File: config.mk
export PLATFORM = sky130hd
export DESIGN_NAME = encoder_4to2_hs_flat
export DESIGN_NICKNAME = d
export VERILOG_FILES = /design/src/rtl/encoder_4to2_hs_if.sv /design/src/rtl/encoder_4to2_hs.sv /design/src/flat_wrapper.sv
export SDC_FILE = /design/constraint.sdc
export NUM_CORES = 1
export LEC_CHECK = 0
export CAP_MARGIN = 40
export CORE_AREA = 2 2 39 41
export CTS_CLUSTER_SIZE = 8
export DETAILED_ROUTE_END_ITERATION = 7
export DIE_AREA = 0 0 41 43
export HOLD_SLACK_MARGIN = 0.03
export PLACE_DENSITY = 0.69
export SLEW_MARGIN = 10
export SYNTH_ARGS = -nofsm -noshare
export SYNTH_HDL_FRONTEND = slang
export SYNTH_SLANG_ARGS = --single-unit
File: constraint.sdc
create_clock -name clk -period 2.3 [get_ports clk]
set_input_delay 0.46 -clock clk [delete_from_list [all_inputs] [get_ports clk]]
set_output_delay 0.46 -clock clk [all_outputs]
set_load 0.05 [all_outputs]
File: src/rtl/encoder_4to2_hs_if.sv
// Result handshake between the priority encoder and its consumer.
interface encoder_4to2_hs_if #(
    parameter int W = 2
);
    logic [W-1:0] code;
    logic         multi;
    logic         valid;
    logic         ready;

    modport master (output code, output multi, output valid, input ready);
    modport slave  (input code, input multi, input valid, output ready);
endinterface

File: src/rtl/encoder_4to2_hs.sv
// Synchronised active-low request priority encoder with a valid/ready result
// and one result per press: it re-arms only after every line reads released.
module encoder_4to2_hs #(
    parameter int N = 4,
    parameter int W = 2
) (
    input  logic             clk,
    input  logic             rst_n,
    input  logic             en,
    input  logic [N-1:0]     req_n,
    output logic             busy,
    encoder_4to2_hs_if.master hs
);
    if (N < 2 || (N & (N - 1)) != 0 || W != $clog2(N)) begin : g_param_check
        $error("encoder_4to2_hs: N must be a power of two >= 2 and W == log2(N)");
    end

    typedef enum logic [1:0] {
        IDLE    = 2'd0,
        PRESENT = 2'd1,
        RELEASE = 2'd2
    } state_t;

    logic [N-1:0] sync1_reg;
    logic [N-1:0] req_s_reg;
    logic [N-1:0] act;
    logic         any_act;
    logic [W-1:0] enc_code;
    logic         enc_multi;

    state_t       state_reg;
    logic [W-1:0] code_reg;
    logic         multi_reg;
    logic         valid_reg;
    logic         busy_reg;

    // Two-flop synchroniser; resets to "all released" so reset never looks like a press.
    always_ff @(posedge clk or negedge rst_n) begin
        if (!rst_n) begin
            sync1_reg <= '1;
            req_s_reg <= '1;
        end else begin
            sync1_reg <= req_n;
            req_s_reg <= sync1_reg;
        end
    end

    assign act     = ~req_s_reg;
    assign any_act = |act;

    // Ascending scan so the highest active index overwrites lower ones.
    always_comb begin
        logic seen_one;
        enc_code  = '0;
        enc_multi = 1'b0;
        seen_one  = 1'b0;
        for (int i = 0; i < N; i++) begin
            if (act[i]) begin
                enc_code = W'(i);
                if (seen_one) begin
                    enc_multi = 1'b1;
                end
                seen_one = 1'b1;
            end
        end
    end

    always_ff @(posedge clk or negedge rst_n) begin
        if (!rst_n) begin
            state_reg <= IDLE;
            code_reg  <= '0;
            multi_reg <= 1'b0;
            valid_reg <= 1'b0;
            busy_reg  <= 1'b0;
        end else begin
            case (state_reg)
                IDLE: begin
                    if (en && any_act) begin
                        code_reg  <= enc_code;
                        multi_reg <= enc_multi;
                        valid_reg <= 1'b1;
                        busy_reg  <= 1'b1;
                        state_reg <= PRESENT;
                    end
                end
                PRESENT: begin
                    if (hs.ready) begin
                        valid_reg <= 1'b0;
                        state_reg <= RELEASE;
                    end
                end
                RELEASE: begin
                    // Held requests are swallowed here until every line is released.
                    if (!any_act) begin
                        busy_reg  <= 1'b0;
                        state_reg <= IDLE;
                    end
                end
                default: begin
                    valid_reg <= 1'b0;
                    busy_reg  <= 1'b0;
                    state_reg <= IDLE;
                end
            endcase
        end
    end

    assign hs.code  = code_reg;
    assign hs.multi = multi_reg;
    assign hs.valid = valid_reg;
    assign busy     = busy_reg;
endmodule

File: src/flat_wrapper.sv
// flat-port wrapper written by rule: the top's interface ports become plain ports
module encoder_4to2_hs_flat 
#(
    parameter int N = 4,
    parameter int W = 2
)
  (clk, rst_n, en, req_n, busy, hs_code, hs_multi, hs_valid, hs_ready);
  encoder_4to2_hs_if #(.W(W)) hs_i ();
  input  logic clk;
  input  logic rst_n;
  input  logic en;
  input  logic [N-1:0] req_n;
  output logic busy;
  output wire logic [$bits(hs_i.code)-1:0] hs_code;
  output wire logic [$bits(hs_i.multi)-1:0] hs_multi;
  output wire logic [$bits(hs_i.valid)-1:0] hs_valid;
  input wire logic [$bits(hs_i.ready)-1:0] hs_ready;
  assign hs_code = hs_i.code;
  assign hs_multi = hs_i.multi;
  assign hs_valid = hs_i.valid;
  assign hs_i.ready = hs_ready;
  encoder_4to2_hs #(.N(N), .W(W)) u_core (.clk(clk), .rst_n(rst_n), .en(en), .req_n(req_n), .busy(busy), .hs(hs_i));
endmodule
* Word-level counts from Yosys, hierarchy flattened
Cells that the tools add are included.
W data, S select, Z words.
** Cells by class
- Bitwise operators :: 3
- Reduce and logical (&&, ||, !) cells :: 7
- Equality and inequality tests :: 5
- Muxes and demuxes :: 21
** Operators with widths (count)
- $mux W1 :: 13
- $mux W2 :: 5
- $reduce_and A3 Y1 :: 3
- $pmux W1 S3 :: 2
- $pmux W2 S3 :: 1
- $ne A2 B2 Y1 const B :: 2
- $not A4 Y4 :: 1
- $reduce_or A4 Y1 :: 1
- $eq A2 B1 Y1 const B :: 1
- $eq A2 B2 Y1 const B :: 1
- $logic_not A2 Y1 :: 1
- $ne A2 B1 Y1 const B :: 1
- $not A1 Y1 :: 2
- $reduce_and A2 Y1 :: 1
- $logic_and A1 B1 Y1 :: 1
** Word-level totals
- Register bits :: 15
- Input port bits :: 8

* Depth between registers and ports, before layout
- Depth in word-level cells :: 8
- Depth in mapped cells :: 4
- Depth with buffers taken out :: 3

* Least setup slack after synthesis
Ideal clock, no wire load.
- Path kind :: in2reg
- Start :: input port en
- End :: register u_core.code_reg[0] (netlist: u_core.hs.code[0])
- Arrival time :: 1254 ps
- Slack :: 920 ps
- Library setup time :: 126 ps
- Buffers on the path :: 1
- Stages on the path :: 3
- Cell sequence :: or3b_1 -> clkbuf_2 -> a221o_1
** On the way
- Longest elaborated chain between the ends :: 2
** Ends and longest elaborated chain
- start: declaration :: RTL line flat_wrapper.sv:11 : input logic en;
- $logic_and A1 B1 Y1 :: RTL line encoder_4to2_hs.sv:78 : if (en && any_act) begin
- $reduce_and A2 Y1 (no line)
- end signal: assignment :: RTL line encoder_4to2_hs.sv:79 : code_reg <= enc_code;
- end: declaration :: RTL line encoder_4to2_hs.sv:32 : logic [W-1:0] code_reg;
Every way passes these cells.
A chain may end at the register's enable or synchronous reset.

* Worst setup path in the final report
- Start :: register u_core.code_reg[0] (netlist: u_core.hs.code[0])
- End :: output port hs_code[0]
** RTL lines
- end: declaration :: RTL line flat_wrapper.sv:14 : output wire logic [$bits(hs_i.code)-1:0] hs_code;
No word-level cell between the ends.

==> key figures <==
STA
  • Fin crit period: 1.92 ns
  • Skew final: 0.00524 ns
  • Setup TNS: 0 ns
  • Final period util: 83.5%
  • Fin. Hold Viols: 0
  • Worst relative slew slack: 58.7%
  • # setup viols final: 0
  • Final Max Tran Viols: 0
  • Fmax: 521 MHz
  • Unrepaired setup endpoints after global routing: no
  • Slew @ Worst Pin: 0.618 ns

Setup path
  • CP Class: flop to output port
  • Critical path's top delay family: buffers and inverters
  • CP max stage delay: 0.81 ns
  • Crit. End Element: output port
  • Startpoint Class: flop
  • Crit path cell chain: clkdlybuf4s50_1
  • Arrival time at the worst endpoint: 1.46 ns
  • CP Launch Point: u_core.hs.code[0]
  • Worst Path Max Fanout: 3
  • R2R Path Start: u_core.state_reg[1]
  • WP data required: 1.84 ns
  • Slowest cell on crit path: clkdlybuf4s50_1
  • Crit path buf inv count: 1

Final layout
  • Fill cells: 130
  • Non-Filler Instances: 74
  • Share of cells above drive strength 1: 22.4%
  • Area grow syn2layout: 28.8%
  • Net count, final: 67
  • N_diodes: 0
  • Finished Cell Area: 727 um2

Synthesis
  • FF+latch count, synth: 15
  • Cells after Synth: 43
  • Synth area leaders: dfstp_2, dfrtp_1, and4b_1
  • Post-synthesis sequential area ratio: 68.3%
  • Synth Warn #: 0
  • Avg Synthesized Cell Area: 13.1 um2
  • Top cell type's share of synthesized area: 37.3%
  • Area leader, netlist: dfstp_2
  • Post-synthesis cell type count: 20
  • Mapped cell area: 564 um2
  • Post-Syn Nets: 51

Power and ir drop
  • P_int: 545 uW
  • Clk network pwr share: 16.0%
  • Sw Pwr: 364 uW
  • Total power: 909 uW
  • Part of the power in combinational logic: 41.6%
  • Seq pwr share: 42.4%
  • Pwr/cell area: 1250 mW/mm2
  • Leakage: 0.305 nW
  • Switching Fraction: 40.0%
  • Max IR drop VDD: 580 uV

Worst hold path
  • Hold path start: u_core.sync1_reg[2]
  • HP Class: flop to flop

CTS
  • CTS root buf: clkbuf_4
  • Clock Tree Buf Depth: 2
  • Postcts setup bufs: 0
  • Clk sink count: 15
  • Clock Latency Late Sink: 0.28 ns
  • TritonCTS buffer count: 3
  • Worst-path clk slew: 0.09 ns
  • H-tree level count: 1
  • TritonCTS clock tree: built
  • Hold_buf cts: 0
  • Gates resized, CTS repair: 0

Flow run
  • # Max-Cap Violations: 0

Placement
  • GP Congestion: 0.767
  • DP Area: 699 um2
  • I/O Buffers: 12
  • DP Cell Count: 70

GRT
  • GRT Total Usage: 12.2%
  • Initial antenna violation count: 0
  • First-pass GRT wire length: 1390 um
  • Vias in the first global route: 329
  • Grt ovf: 0
  • Largest net degree at the start of global routing: 16

Routing
  • Total wire length: 814 um
  • DRC Markers: 0
  • Via Count: 384
  • Vias per std cell: 5.19
  • Final ANT Viol Nets: 0
  • Routed wire per std cell: 11.0 um
  • DR pass1 iterations: 4
  • 1st-iter DRT viols: 9

Die
  • Die Span Y: 43 um
  • FP Rows: 14
  • Initial core utilization: 40.8%
  • Core outline area: 0.00138 mm2
  • I/O Pins: 13
  • Die area: 0.00176 mm2
  • Die Width: 41 um

Status
  • Status: completed
==> final timing paths <==
check                           cells after the start                  end  slack [ns]
worst min register to register                      0  u_core.req_s_reg[2]        0.36
worst max register to register                      2    u_core.hs.code[0]        0.90
worst min-delay path                                0  u_core.req_s_reg[2]        0.36
worst max-delay path                                1           hs_code[0]        0.38
max in group asynchronous                           1    u_core.hs.code[1]        1.34
min in group asynchronous                           1    u_core.hs.code[0]        0.56
==> power groups by stage <==
stage	Clock, mW	Sequential, mW	Combinational (mW)
global route	0.165	0.401	0.412
detailed placement	0	0.392	0.381
global placement	0	0.390	0.378
floorplan	0	0.535	0.112
finish	0.145	0.386	0.378
CTS	0.154	0.387	0.382
==> through the flow <==
step                util [%]  setup WS, ns  hold WS, ns
floorplan                  -         0.920        0.164
global placement        50.5         0.388        0.346
detailed placement      50.5         0.361        0.347
CTS                     52.5         0.365        0.360
global route            52.5         0.317        0.363
finish                  52.5         0.380        0.358
==> cell usage in the layout (no fill, tap or decap) <==
cell | netlist | final
clkdlybuf4s50_1 | 0 | 12
dfstp_2 | 8 | 8
dfrtp_1 | 7 | 7
nand2_1 | 4 | 4
o21ai_0 | 3 | 3
a21oi_1 | 3 | 3
clkbuf_4 | 0 | 3
and4b_1 | 2 | 2
a21o_1 | 2 | 2
nor2_1 | 2 | 2
or3b_1 | 1 | 1
xor2_1 | 1 | 1
a311oi_1 | 1 | 1
a31oi_1 | 1 | 1
o22a_2 | 1 | 1
inv_1 | 1 | 1
a41oi_1 | 1 | 1
a2bb2oi_1 | 1 | 1
o22ai_1 | 1 | 1
a221o_1 | 1 | 1
nor2b_1 | 1 | 1
clkinv_2 | 0 | 1
==> final cells by class <==
cell class | instances | area, um2 | area share (%)
clock buffer | 3 | 22.5 | 3.10
sequential | 15 | 385 | 53.0
timing repair buffer | 12 | 120 | 16.5
tap | 16 | 20.0 | 2.75
multi-input combinational | 26 | 170 | 23.4
inverter | 1 | 3.75 | 0.516
clock inverter | 1 | 5.00 | 0.688
==> metal layers <==
| layer | track usage (%) | up-vias | part of all wire (%) |
|---|---|---|---|
| li1 | - | 189 | - |
| met1 | 15.7 | 182 | 47 |
| met2 | 16.6 | 11 | 47 |
| met3 | 3.14 | 2 | 3.7 |
| met4 | 10.0 | 0 | 2.3 |
| met5 | 0 | - | 0 |
==> cell usage after synthesis, drive strengths merged <==
cell and instances:
nand2 4, a21oi 3, nor2b 1, inv 1, a311oi 1, dfrtp 7
o22ai 1, a41oi 1, or3b 1, a2bb2oi 1, a21o 2, dfstp 8
a31oi 1, clkbuf 1, a221o 1, o22a 1, xor2 1, nor2 2
o21ai 3, and4b 2
==> logic make-up after synthesis <==
group,synth area share [%]
simple gates,10.2
compound gates,18.4
xor+xnor,1.55
flops,68.3
buf+inv,1.55
Note: power is estimated with default switching activity, not from simulation.
